$ cat src/rtl/decoder_dualrail_acc.sv
// Dual-rail to one-hot decoder that accumulates rail pulses spread over several
// cycles, emitting a registered one-hot word or a conflict/timeout strobe.
module decoder_dualrail_acc #(
  parameter int unsigned SIZE    = 2,
  parameter int unsigned TIMEOUT = 15
) (
  input  logic                      clk,
  input  logic                      rst_n,
  input  logic [SIZE-1:0][1:0]      in_i,
  input  logic                      en_i,
  output logic [(2**SIZE)-1:0]      out_o,
  output logic                      out_valid_o,
  output logic                      err_conflict_o,
  output logic                      err_timeout_o,
  output logic                      busy_o
);

  localparam int unsigned OUT_W    = 2 ** SIZE;
  localparam int unsigned TMR_W    = (TIMEOUT == 0) ? 1 : $clog2(TIMEOUT + 1);
  localparam int unsigned TMR_LAST = (TIMEOUT == 0) ? 0 : TIMEOUT - 1;

  logic [SIZE-1:0]  acc_pos_q, acc_pos_d;
  logic [SIZE-1:0]  acc_neg_q, acc_neg_d;
  logic [TMR_W-1:0] tmr_q, tmr_d;
  logic [OUT_W-1:0] out_q, out_d;
  logic             valid_q, valid_d;
  logic             conf_q, conf_d;
  logic             tmo_q, tmo_d;

  logic [SIZE-1:0]  rail_pos, rail_neg;
  logic [SIZE-1:0]  nxt_pos, nxt_neg;
  logic             conflict, complete, any_rail;

  // Split the dual-rail bus and merge it with the rails already collected.
  always_comb begin
    rail_pos = '0;
    rail_neg = '0;
    for (int i = 0; i < int'(SIZE); i++) begin
      rail_pos[i] = in_i[i][0];
      rail_neg[i] = in_i[i][1];
    end
    nxt_pos  = acc_pos_q | rail_pos;
    nxt_neg  = acc_neg_q | rail_neg;
    conflict = |(nxt_pos & nxt_neg);
    complete = &(nxt_pos ^ nxt_neg);
    any_rail = |(nxt_pos | nxt_neg);
  end

  // Next state: conflict beats completion, completion beats timeout.
  always_comb begin
    acc_pos_d = acc_pos_q;
    acc_neg_d = acc_neg_q;
    tmr_d     = tmr_q;
    out_d     = '0;
    valid_d   = 1'b0;
    conf_d    = 1'b0;
    tmo_d     = 1'b0;
    if (en_i) begin
      if (conflict) begin
        conf_d    = 1'b1;
        acc_pos_d = '0;
        acc_neg_d = '0;
        tmr_d     = '0;
      end else if (complete) begin
        out_d     = OUT_W'(1) << nxt_pos;
        valid_d   = 1'b1;
        acc_pos_d = '0;
        acc_neg_d = '0;
        tmr_d     = '0;
      end else if ((TIMEOUT != 0) && any_rail && (tmr_q == TMR_W'(TMR_LAST))) begin
        tmo_d     = 1'b1;
        acc_pos_d = '0;
        acc_neg_d = '0;
        tmr_d     = '0;
      end else begin
        acc_pos_d = nxt_pos;
        acc_neg_d = nxt_neg;
        tmr_d     = any_rail ? tmr_q + TMR_W'(1) : '0;
      end
    end
    if (TIMEOUT == 0) begin
      tmr_d = '0;
    end
  end

  always_ff @(posedge clk) begin
    if (!rst_n) begin
      acc_pos_q <= '0;
      acc_neg_q <= '0;
      tmr_q     <= '0;
      out_q     <= '0;
      valid_q   <= 1'b0;
      conf_q    <= 1'b0;
      tmo_q     <= 1'b0;
    end else begin
      acc_pos_q <= acc_pos_d;
      acc_neg_q <= acc_neg_d;
      tmr_q     <= tmr_d;
      out_q     <= out_d;
      valid_q   <= valid_d;
      conf_q    <= conf_d;
      tmo_q     <= tmo_d;
    end
  end

  assign out_o          = out_q;
  assign out_valid_o    = valid_q;
  assign err_conflict_o = conf_q;
  assign err_timeout_o  = tmo_q;
  assign busy_o         = |(acc_pos_q | acc_neg_q);

endmodule

$ cat config.mk
export PLATFORM = sky130hd
export DESIGN_NAME = decoder_dualrail_acc
export DESIGN_NICKNAME = d
export VERILOG_FILES = /design/src/rtl/decoder_dualrail_acc.sv
export SDC_FILE = /design/constraint.sdc
export NUM_CORES = 1
export LEC_CHECK = 0
export BUFFER_PORTS_ARGS = -buffer_cell sky130_fd_sc_hd__buf_2
export CAP_MARGIN = 25
export CORE_MARGIN = 2
export CORE_UTILIZATION = 39
export CTS_CLUSTER_SIZE = 16
export DETAILED_ROUTE_END_ITERATION = 6
export PLACE_DENSITY = 0.64
export SLEW_MARGIN = 20
export SYNTH_ARGS = -nofsm -noshare
export SYNTH_HDL_FRONTEND = slang
export SYNTH_SLANG_ARGS = --single-unit
$ cat constraint.sdc
create_clock -name clk -period 2.3 [get_ports clk]
set_input_delay 0.115 -clock clk [delete_from_list [all_inputs] [get_ports clk]]
set_output_delay 0.115 -clock clk [all_outputs]
set_load 0.005 [all_outputs]
* Yosys cells after proc, flatten, opt, wreduce, memory -nomap -nowiden
Cells that the tools add are included.
** Storage, ports and cells
- Bits in registers :: 15
- Input bits :: 7
- Output and inout bits :: 8
- Word-level logic and storage cells :: 41
** Operators by class
- Add/sub/neg operators :: 1
- Equal/unequal tests :: 1
- Shift operators :: 1
- Muxes and demuxes :: 13
- Bitwise gates (word level) :: 9
- Reductions and logical operators :: 9
** Operators with widths (count)
- 4-bit two-way mux :: 4
- 2-bit two-way mux :: 6
- 5-bit OR reduction :: 2
- 2-bit OR :: 4
- 2-bit OR reduction :: 3
- 4-bit by 1-bit adder with 4-bit output (second input constant) :: 1
- 4-bit == test (second input constant) :: 1
- 2-bit AND reduction :: 2
- 4-bit OR reduction :: 1
- 1-bit by 2-bit << shifter with 4-bit output (first input constant) :: 1
- 1-bit two-way mux :: 3
- 1-bit NOT :: 3
- 2-bit bitwise AND :: 1
- 2-bit bitwise XOR :: 1
- 1-bit logical AND :: 1

* Longest topological paths before layout
Gate-level depths: netlist of run 1.
- Depth after elaboration :: 7
- Gate-level depth with buffers :: 7
- Depth with buffers taken out :: 7

* Worst setup path before layout of run 1
No wires, ideal clock.
- Path kind :: reg-to-reg
- Start point :: register acc_neg_q[1]
- End point :: register tmr_q[1]
- Arrival time :: 1.790 ns
- Slack :: 0.440 ns
- Stages on the path, launching flop included :: 8
- Cell sequence :: dfxtp_1 -> or2_2 -> inv_1 -> ha_1 -> nor4_1 -> a21oi_1 -> or4_1 -> a21oi_1
** On the way
- Cells in the longest elaborated chain, start to end :: 7
- Elaborated cells on any way between the ends :: 12
- Those cells by class :: mux: 4; bitwise: 4; reduce/logical: 4
** Ends and longest elaborated chain
- start: declaration :: line 23 : logic [SIZE-1:0] acc_neg_q, acc_neg_d;
- start signal: assignment :: line 97 : acc_neg_q <= acc_neg_d;
- 2-bit OR * :: line 43 : nxt_neg = acc_neg_q | rail_neg;
- 2-bit OR :: line 46 : any_rail = |(nxt_pos | nxt_neg);
- 2-bit OR reduction :: line 46
- 4-bit two-way mux / 1-bit logical AND (equally long branches) :: line 78, 70
- 4-bit two-way mux :: line 70 : end else if ((TIMEOUT != 0) && any_rail && (tmr_q == TMR_W'(TMR_LAST))) begin
- 4-bit two-way mux :: line 64 : end else if (complete) begin
- 4-bit two-way mux * :: line 59 : if (conflict) begin
- end signal: assignment :: line 98 : tmr_q <= tmr_d;
- end: declaration :: line 24 : logic [TMR_W-1:0] tmr_q, tmr_d;
Every way passes the cells marked *; elsewhere a longest branch is shown, timed or not.
A chain may end at the register's enable or synchronous reset.

* Worst setup path in the final report of run 1
Ends and elaborated chain as after synthesis.

==> flow_summary.ini, run 1 <==
[floorplan]
dieHeight_um = 46.2
io_pins = 15
die_x_um = 46.2
die-area_um2 = 2130
start_util_pct = 40.6
rows = 15
coreArea_um2 = 1710

[timing]
hold_violations = 0
min_period_ps = 2010
post-route-period-util_pct = 87.5
tightest_slew_ps = 329
final_max_slew_viol_count = 0
maxClockFrequency_mhz = 497
setup_tns_ps = 0
whs_ps = 121
slew_headroom_pct = 77.9
finalClockSkew_ps = 7.63
rsz0062_at_grt = false
setup_viol = 0

[clocking]
postCtsSetupBuffers = 0
clockBufferDepth = 2
cts_resized = 0
clkTransAtPathRegs_ps = 90
cts_max_level = 1
clock_latency_ps = 290
cts.sinks = 15
cts_root_buf = clkbuf_4
cts_tree = done
cts_hold_buffers = 0
numCtsBuffers = 3

[grt]
grt_pass1_vias = 534
grt_pass1_wl_um = 2220
grt_start_max_net_pins = 11
gr-usage-met1_pct = 17.1
grt_use_total_pct = 14.5
antenna_found_initial = 0
overflow = 0
grt_use_met3_pct = 4.71
grt_use_met2_pct = 23.6
busiest_layer = met2

[yosys]
synth_xor_area_share_pct = 1.26
synth_top_family_by_area = simple AND/OR/NAND/NOR gates
syn_avg_cell_area_um2 = 8.77
syn_inst = 79
ys_seq_elements = 15
synth-simple-area-share_pct = 28.9
synth-seq-area-share_pct = 43.3
synthAdderAreaFrac_pct = 7.22
syn-cell-area_um2 = 693
synthesis.nets = 90
synth_compound_area_share_pct = 15.5
muxShareOfSynthArea_pct = 0
yosysWarnings = 0
synthDistinctLibCells = 25

[worst_setup_path]
endpoint_kind = register
slowest_stage = or4_1
r2r_setup_slack_ps = 290
cp_max_fo = 4
cp_cell_sequence = or2_2 -> inv_1 -> ha_1 -> nor4_1 -> a21oi_1 -> or4_1 -> a21oi_1
reg2regPathDepth = 7
cpMostUsedCell = a21oi_1
critPathMaxStageDelay_ps = 490
crit_path_start = acc_neg_q[1]
r2r-end = tmr_q[1]
critical-path-top-delay-family = simple AND/OR/NAND/NOR gates
r2r_start = acc_neg_q[1]
crit_type = reg -> reg
critPathLaunchType = register
cp.arrival_ps = 2230
crit_buf_inv = 1
required_ps = 2520

[power]
ir_drop_mv = 0.331
clkPwrFrac_pct = 30.0
p_int_mw = 0.372
power.switching_mw = 0.140
p_comb_share_pct = 16.0
seq_power_share_pct = 54.0
sw_frac_of_total_pct = 27.3
leakagePower_nw = 0.349
power_per_cell_area_nw_per_um2 = 626

[route]
drt_iter0_drc = 19
wire_per_inst_um = 11.2
vias_per_cell = 5.25
first_pass_iters = 4
ant_nets = 0
vias = 635
routed_wl_um = 1350
route.detailed.drc = 0

[worst_hold_path]
hold_path_depth = 3
hold_class = in -> reg
worstHoldStart = rst_n
hold_end = tmr_q[0]

[cells_and_area]
seq_area_um2 = 300
final_cells = 121
finish.utilization_pct = 47.8
final_nets = 108
multi_input_comb_area_um2 = 367
antenna_cells = 0
final.fill_count = 174
drive_above_1_share_pct = 25.0
syn_to_final_growth_pct = 17.9

[placed_design]
dp_hpwl_um = 1050
placed_cells = 117
numPortBuffers = 14
gp_congestion = 0.824

[outcome]
status = complete, no violations

[job]
cap_violations = 0
-- power by group through the flow --
stage | sequential, mW | combinational, mW | clock, mW
after floorplan | 0.281 | 0.0567 | 0
after global placement | 0.282 | 0.0796 | 0
after detailed placement | 0.282 | 0.0809 | 0
after CTS | 0.276 | 0.0813 | 0.155
after global routing | 0.277 | 0.0918 | 0.169
final | 0.276 | 0.0816 | 0.153
-- synth_stat cells, drive strengths merged --
cell	number	area [um^2]
dfxtp	15	300
a21oi	8	40.0
inv	6	22.5
nand2	5	18.8
nor2	5	23.8
nor3b	5	37.5
nor4	5	31.3
ha	4	50.1
o21ai	4	20.0
or2	4	25.0
a31oi	2	12.5
and3	2	12.5
nand3	2	10.0
nor3	2	10.0
or4	2	16.3
a211oi	1	7.51
a32o	1	10.0
clkbuf	1	3.75
nand4b	1	8.76
nor2b	1	6.26
o32ai	1	8.76
o41ai	1	8.76
xnor2	1	8.76
-- per-stage QoR --
step	instance area, um^2	setup slack (ps)	total power [mW]
4_1_cts	817	300	0.513
6_report	817	288	0.511
5_1_grt	817	219	0.539
3_3_place_gp	791	396	0.361
3_5_place_dp	791	335	0.363
2_1_floorplan	693	440	0.338
-- area by class of cell --
class / count / area share, %
sequential: 15 / 36.8
timing repair buffer: 14 / 8.58
clock buffer: 4 / 3.22
tap: 25 / 3.83
inverter: 6 / 2.76
multi-input combinational: 57 / 44.9
-- state kept, by name (all words and copies together), names as in the netlist --
| register | cells |
|---|---|
| out_o | 4 |
| tmr_q | 4 |
| acc_neg_q | 2 |
| acc_pos_q | 2 |
| err_conflict_o | 1 |
| err_timeout_o | 1 |
| out_valid_o | 1 |
-- cell usage in the layout, fill, tap and decap left out, drive strengths merged --
cell type,synthesis,layout
clkbuf,1,4
nor2b,1,1
a211oi,1,1
inv,6,6
ha,4,4
dfxtp,15,15
buf,0,14
xnor2,1,1
nor3,2,2
nor3b,5,5
nor4,5,5
o41ai,1,1
or4,2,2
a32o,1,1
nand4b,1,1
nand3,2,2
nor2,5,5
or2,4,4
a21oi,8,8
o32ai,1,1
o21ai,4,4
and3,2,2
nand2,5,5
a31oi,2,2
-- layer usage --
layer / vias to the layer above / routed length (um)
met5: - / 0
met4: 0 / 34
met3: 5 / 50
met2: 15 / 610
met1: 289 / 658
li1: 326 / -
-- worst register-to-register path, delay by kind of cell, from the launching register on --
kind / cells / cell delay (ps)
compound gates: 2 / 260
fa+ha+maj: 1 / 240
buf+inv: 1 / 60
flops: 1 / 330
simple gates: 3 / 1050
-- worst max path at each step --
stage,end,slack [ps],depth (start not counted)
after global routing,tmr_q[1],220,7
after detailed placement,tmr_q[1],330,7
after CTS,tmr_q[1],300,7
final,tmr_q[1],290,7
after global placement,tmr_q[1],400,7
after floorplan,tmr_q[1],440,7
-- kinds of logic (layout without fill, tap and decap cells) --
family / after synthesis / after routing
adder cells (fa/ha/maj): 4 / 4
XOR/XNOR: 1 / 1
buffers and inverters: 7 / 24
flip-flops: 15 / 15
AO/OA/AOI/OAI: 18 / 18
AND/OR/NAND/NOR: 34 / 34
No activity file was read; power rests on OpenSTA's default activity.
==> run 2: changes to the inputs <==
--- a/config.mk
+++ b/config.mk
@@ -9,9 +9,11 @@
 export CAP_MARGIN = 25
 export CORE_MARGIN = 2
 export CORE_UTILIZATION = 39
+export CTS_CLUSTER_DIAMETER = 60
 export CTS_CLUSTER_SIZE = 16
 export DETAILED_ROUTE_END_ITERATION = 6
 export PLACE_DENSITY = 0.64
+export SETUP_SLACK_MARGIN = 0.4
 export SLEW_MARGIN = 20
 export SYNTH_ARGS = -nofsm -noshare
 export SYNTH_HDL_FRONTEND = slang
==> run 2 against run 1 <==
Die area is the same. Power grew 7.3%. Sequential cell count is the same. First-iteration DRC count shrank 21%. Clock power is essentially flat. Final area grew 11%. Combinational power grew 41%. Highest routed layer unchanged.
==> flow_summary.ini, run 2 (synthesized netlist as in run 1, its figures left out) <==
[route]
ant_nets = 0
vias_per_cell = 5.47
first_pass_iters = 5
drt_iter0_drc = 15
wire_per_inst_um = 12.2
vias = 684
route.detailed.drc = 0
routed_wl_um = 1530

[floorplan]
rows = 15
die-area_um2 = 2130
die_x_um = 46.2
io_pins = 15
coreArea_um2 = 1710
dieHeight_um = 46.2
start_util_pct = 40.6

[worst_setup_path]
r2r-end = tmr_q[1]
crit_type = reg -> reg
reg2regPathDepth = 6
critPathLaunchType = register
slowest_stage = or4_4
required_ps = 2530
cp_cell_sequence = or2_4 -> ha_2 -> nor4_4 -> a21oi_2 -> or4_4 -> a21oi_2
r2r_start = acc_neg_q[1]
cpMostUsedCell = a21oi_2
cp_max_fo = 4
r2r_setup_slack_ps = 480
critPathMaxStageDelay_ps = 550
endpoint_kind = register
cp.arrival_ps = 2050

[timing]
post-route-period-util_pct = 79.0
setup_tns_ps = 0
hold_violations = 0
rsz0062_at_grt = false
maxClockFrequency_mhz = 550
tightest_slew_ps = 331
whs_ps = 122
slew_headroom_pct = 77.7
min_period_ps = 1820
finalClockSkew_ps = 5.31
final_max_slew_viol_count = 0
setup_viol = 0

[placed_design]
numPortBuffers = 14
dp_hpwl_um = 1050
gp_congestion = 0.824

[cells_and_area]
antenna_cells = 0
multi_input_comb_area_um2 = 423
final.fill_count = 161
final_cell_mix = 14 x buf_2, 13 x dfxtp_1, 6 x a21oi_1
syn_to_final_growth_pct = 30.7
final_nets = 112
final_common_cell = buf_2
drive_above_1_share_pct = 39.0
seq_area_um2 = 303

[clocking]
clkTransAtPathRegs_ps = 90
numCtsBuffers = 3
cts_max_level = 1
clock_latency_ps = 290
clockBufferDepth = 2
cts.sinks = 15
cts_tree = done
cts_root_buf = clkbuf_4

[power]
power_per_cell_area_nw_per_um2 = 606
leakagePower_nw = 0.374
ir_drop_mv = 0.340

[grt]
grt_start_max_net_pins = 11
grt_use_total_pct = 16.5
grt_pass1_vias = 581
overflow = 0
antenna_found_initial = 0
grt_pass1_wl_um = 2500

[worst_hold_path]
worstHoldStart = rst_n
hold_path_depth = 3
hold_class = in -> reg
hold_end = tmr_q[0]

[job]
cap_violations = 0

[outcome]
status = complete, no violations
run 2: changes by cell type in the layout (fill, tap and decap cells not counted), moves of 2 or more:
cell and change:
buf_4 +4, a21oi_1 -2, a21oi_2 +2, dfxtp_1 -2, dfxtp_2 +2, ha_1 -2
run 2: how the worst max path moves through the flow:
stage | startpoint | to | slack (ps) | cells past startpoint
4_1_cts | acc_neg_q[1] | tmr_q[1] | 450 | 7
6_report | acc_neg_q[1] | tmr_q[1] | 480 | 6
2_1_floorplan | acc_neg_q[1] | tmr_q[1] | 440 | 7
3_5_place_dp | acc_neg_q[1] | tmr_q[1] | 330 | 7
5_1_grt | acc_pos_q[1] | tmr_q[1] | 400 | 7
3_3_place_gp | acc_neg_q[1] | tmr_q[1] | 400 | 7
run 2: final cells by class:
cell class / count / share of cell area (%)
Clock buffer: 4 / 2.90
Multi-Input combinational cell: 57 / 46.7
Sequential cell: 15 / 33.4
Timing Repair Buffer: 18 / 11.0
Inverter: 6 / 2.49
Tap cell: 25 / 3.45
run 2: power by group:
group / switching, mW / internal, mW
Sequential: 0.00912 / 0.269
Combinational: 0.0586 / 0.0565
Clock: 0.0883 / 0.0675
Total: 0.156 / 0.393
run 2: through the flow:
step	instance area (um^2)	total power, mW	worst slack [ps]	instances	util (%)
after floorplan	693	0.338	440	79	-
after global placement	791	0.361	396	117	46.3
after detailed placement	791	0.363	335	117	46.3
after CTS	890	0.540	451	124	52.1
after global routing	906	0.575	402	125	53.0
final	906	0.549	483	125	53.0
run 2: layer usage:
layer	vias to the layer above	wire [um]	GRT usage [%]
met5	-	0	0
met3	7	71	4.71
met2	26	741	27.8
li1	334	-	-
met4	0	33	6.86
met1	317	679	19.2
run 2: worst max-delay path, delay by kind of cell, from the launching register on:
family	cells	cell delay, ps
simple gates	3	1020
flops	1	330
fa+ha+maj	1	210
compound gates	2	200
run 2: timing repair:
item,4_1_cts,5_1_grt
hold buffers,0,0
gates resized for setup,11,3
setup buffers,3,1
pin swaps,3,2
setup endpoints to repair,2,1
==> run 3: changes to the inputs <==
==> constraint.sdc (replaced) <==
create_clock -name clk -period 1.7 [get_ports clk]
set_input_delay 0.085 -clock clk [delete_from_list [all_inputs] [get_ports clk]]
set_output_delay 0.085 -clock clk [all_outputs]
set_load 0.005 [all_outputs]
==> run 3 against run 2 <==
The run now ends with negative setup slack left. Combinational power is 68% higher. Maximum frequency is 5.2% higher. Power grew 42%. Sequential share of layout area shrank 3.8 points. Global-route usage down 0.19 points. Sequential power is 36% higher. Setup slack got worse by 510 ps. Via count increased by 1.9%. Die area did not move. Routed wire length grew 6.6%. Critical endpoint unchanged. Largest cell class unchanged. Largest power group unchanged.
==> flow_summary.ini, run 3 (synthesized netlist as in run 1, its figures left out) <==
[outcome]
status = finished, violations left
violations = negative setup slack

[route]
drt_iter0_drc = 6
ant_nets = 0
route.detailed.drc = 0
wire_per_inst_um = 12.4
vias_per_cell = 5.32
first_pass_iters = 4
vias = 697
routed_wl_um = 1630

[timing]
whs_ps = 107
slew_headroom_pct = 76.7
finalClockSkew_ps = 6.00
post-route-period-util_pct = 102
maxClockFrequency_mhz = 579
setup_tns_ps = -27.4
rsz0062_at_grt = true
tightest_slew_ps = 349
final_max_slew_viol_count = 0
setup_ws_ps = -26.4
min_period_ps = 1730
hold_violations = 0
setup_viol = 2

[power]
ir_drop_mv = 0.576
leakagePower_nw = 0.420
seq_power_share_pct = 48.5
p_comb_share_pct = 24.8
sw_frac_of_total_pct = 28.9
power.switching_mw = 0.224
power_per_cell_area_nw_per_um2 = 760
clkPwrFrac_pct = 26.7
p_int_mw = 0.552

[clocking]
clockBufferDepth = 2
cts_max_level = 1
numCtsBuffers = 3
cts_root_buf = clkbuf_4
cts_tree = done
clock_latency_ps = 290
cts.sinks = 15
clkTransAtPathRegs_ps = 90
cts_hold_buffers = 0

[floorplan]
die-area_um2 = 2130
start_util_pct = 40.6
die_x_um = 46.2
coreArea_um2 = 1710
dieHeight_um = 46.2
io_pins = 15
rows = 15

[worst_hold_path]
hold_class = in -> reg
worstHoldStart = rst_n

[worst_setup_path]
endpoint = tmr_q[1]
cp.arrival_ps = 1950
r2r_start = acc_neg_q[1]
endpoint_kind = register
cp_cell_sequence = or2_4 -> inv_2 -> ha_4 -> nor4_4 -> a21oi_2 -> or4_1 -> a21oi_1
r2r_setup_slack_ps = -30
reg2regPathDepth = 7
slowest_stage = or4_1
r2r-end = tmr_q[1]
critPathLaunchType = register
critPathMaxStageDelay_ps = 480
required_ps = 1930
crit_type = reg -> reg
cp_max_fo = 3
crit_path_start = acc_neg_q[1]

[placed_design]
gp_congestion = 0.815
numPortBuffers = 14
dp_hpwl_um = 1110

[cells_and_area]
final_common_cell = buf_2
antenna_cells = 0
drive_above_1_share_pct = 51.9
syn_to_final_growth_pct = 47.5
final_cell_mix = 14 x buf_2, 13 x dfxtp_1, 10 x buf_4
final_nets = 118
finish.utilization_pct = 59.9

[grt]
overflow = 0
antenna_found_initial = 0
grt_use_total_pct = 16.3
grt_start_max_net_pins = 11
grt_pass1_vias = 596
grt_pass1_wl_um = 2480

[job]
cap_violations = 0
[run 3: cell count changes in the layout (fill, tap and decap cells not counted), moves of 2 or more]
cell | previous run | this run
buf_4 | 4 | 10
nor3b_1 | 5 | 1
nor3b_2 | 0 | 4
nor4_1 | 4 | 1
nor4_2 | 0 | 3
o21ai_0 | 4 | 2
[run 3: how the worst min path moves through the flow]
stage          slack, ps        to  depth (start not counted)
2_1_floorplan        220  tmr_q[0]                          2
3_3_place_gp         390  tmr_q[0]                          3
3_5_place_dp         400  tmr_q[0]                          3
4_1_cts              110  tmr_q[3]                          2
5_1_grt              130  tmr_q[3]                          2
6_report             110  tmr_q[3]                          2
[run 3: power groups by stage]
| stage | Combinational, mW | Sequential [mW] | Clock (mW) |
|---|---|---|---|
| after global routing | 0.208 | 0.378 | 0.224 |
| after floorplan | 0.0855 | 0.381 | 0 |
| after detailed placement | 0.137 | 0.382 | 0 |
| final | 0.193 | 0.377 | 0.207 |
| after CTS | 0.176 | 0.375 | 0.211 |
| after global placement | 0.135 | 0.382 | 0 |
[run 3: layout make-up]
cell class                 count  area, um^2
clock buffer                   4        26.3
tap                           25        31.3
inverter                       6        22.5
sequential                    15         303
timing repair buffer          24         145
fill                         135         686
multi-input combinational     57         494
[run 3: what timing repair did]
action	4_1_cts	5_1_grt
setup endpoints to repair	15	15
resized for setup	14	9
buffers inserted	4	0
pin swaps	5	2
[run 3: worst max-delay path, delay by kind of cell (launching register included)]
family          cells  cell delay (ps)
compound gates      2              200
fa+ha+maj           1              200
buf+inv             1               70
flops               1              320
simple gates        3              870
[run 3: routing by layer]
| layer | track usage (%) | vias to the layer above | share of wire (%) |
|---|---|---|---|
| li1 | - | 341 | - |
| met1 | 21.1 | 325 | 45 |
| met2 | 25.6 | 27 | 47 |
| met3 | 3.92 | 4 | 6.5 |
| met4 | 6.86 | 0 | 1.2 |
| met5 | 0 | - | 0 |
[run 3: metrics by stage]
| step | instances | power [mW] | worst slack (ps) | area (um^2) |
|---|---|---|---|---|
| 3_3_place_gp | 123 | 0.517 | -65.6 | 865 |
| 6_report | 131 | 0.777 | -26.4 | 1020 |
| 2_1_floorplan | 79 | 0.467 | -36.4 | 722 |
| 4_1_cts | 131 | 0.763 | -20.6 | 981 |
| 3_5_place_dp | 123 | 0.519 | -133 | 865 |
| 5_1_grt | 131 | 0.811 | -95.0 | 1020 |
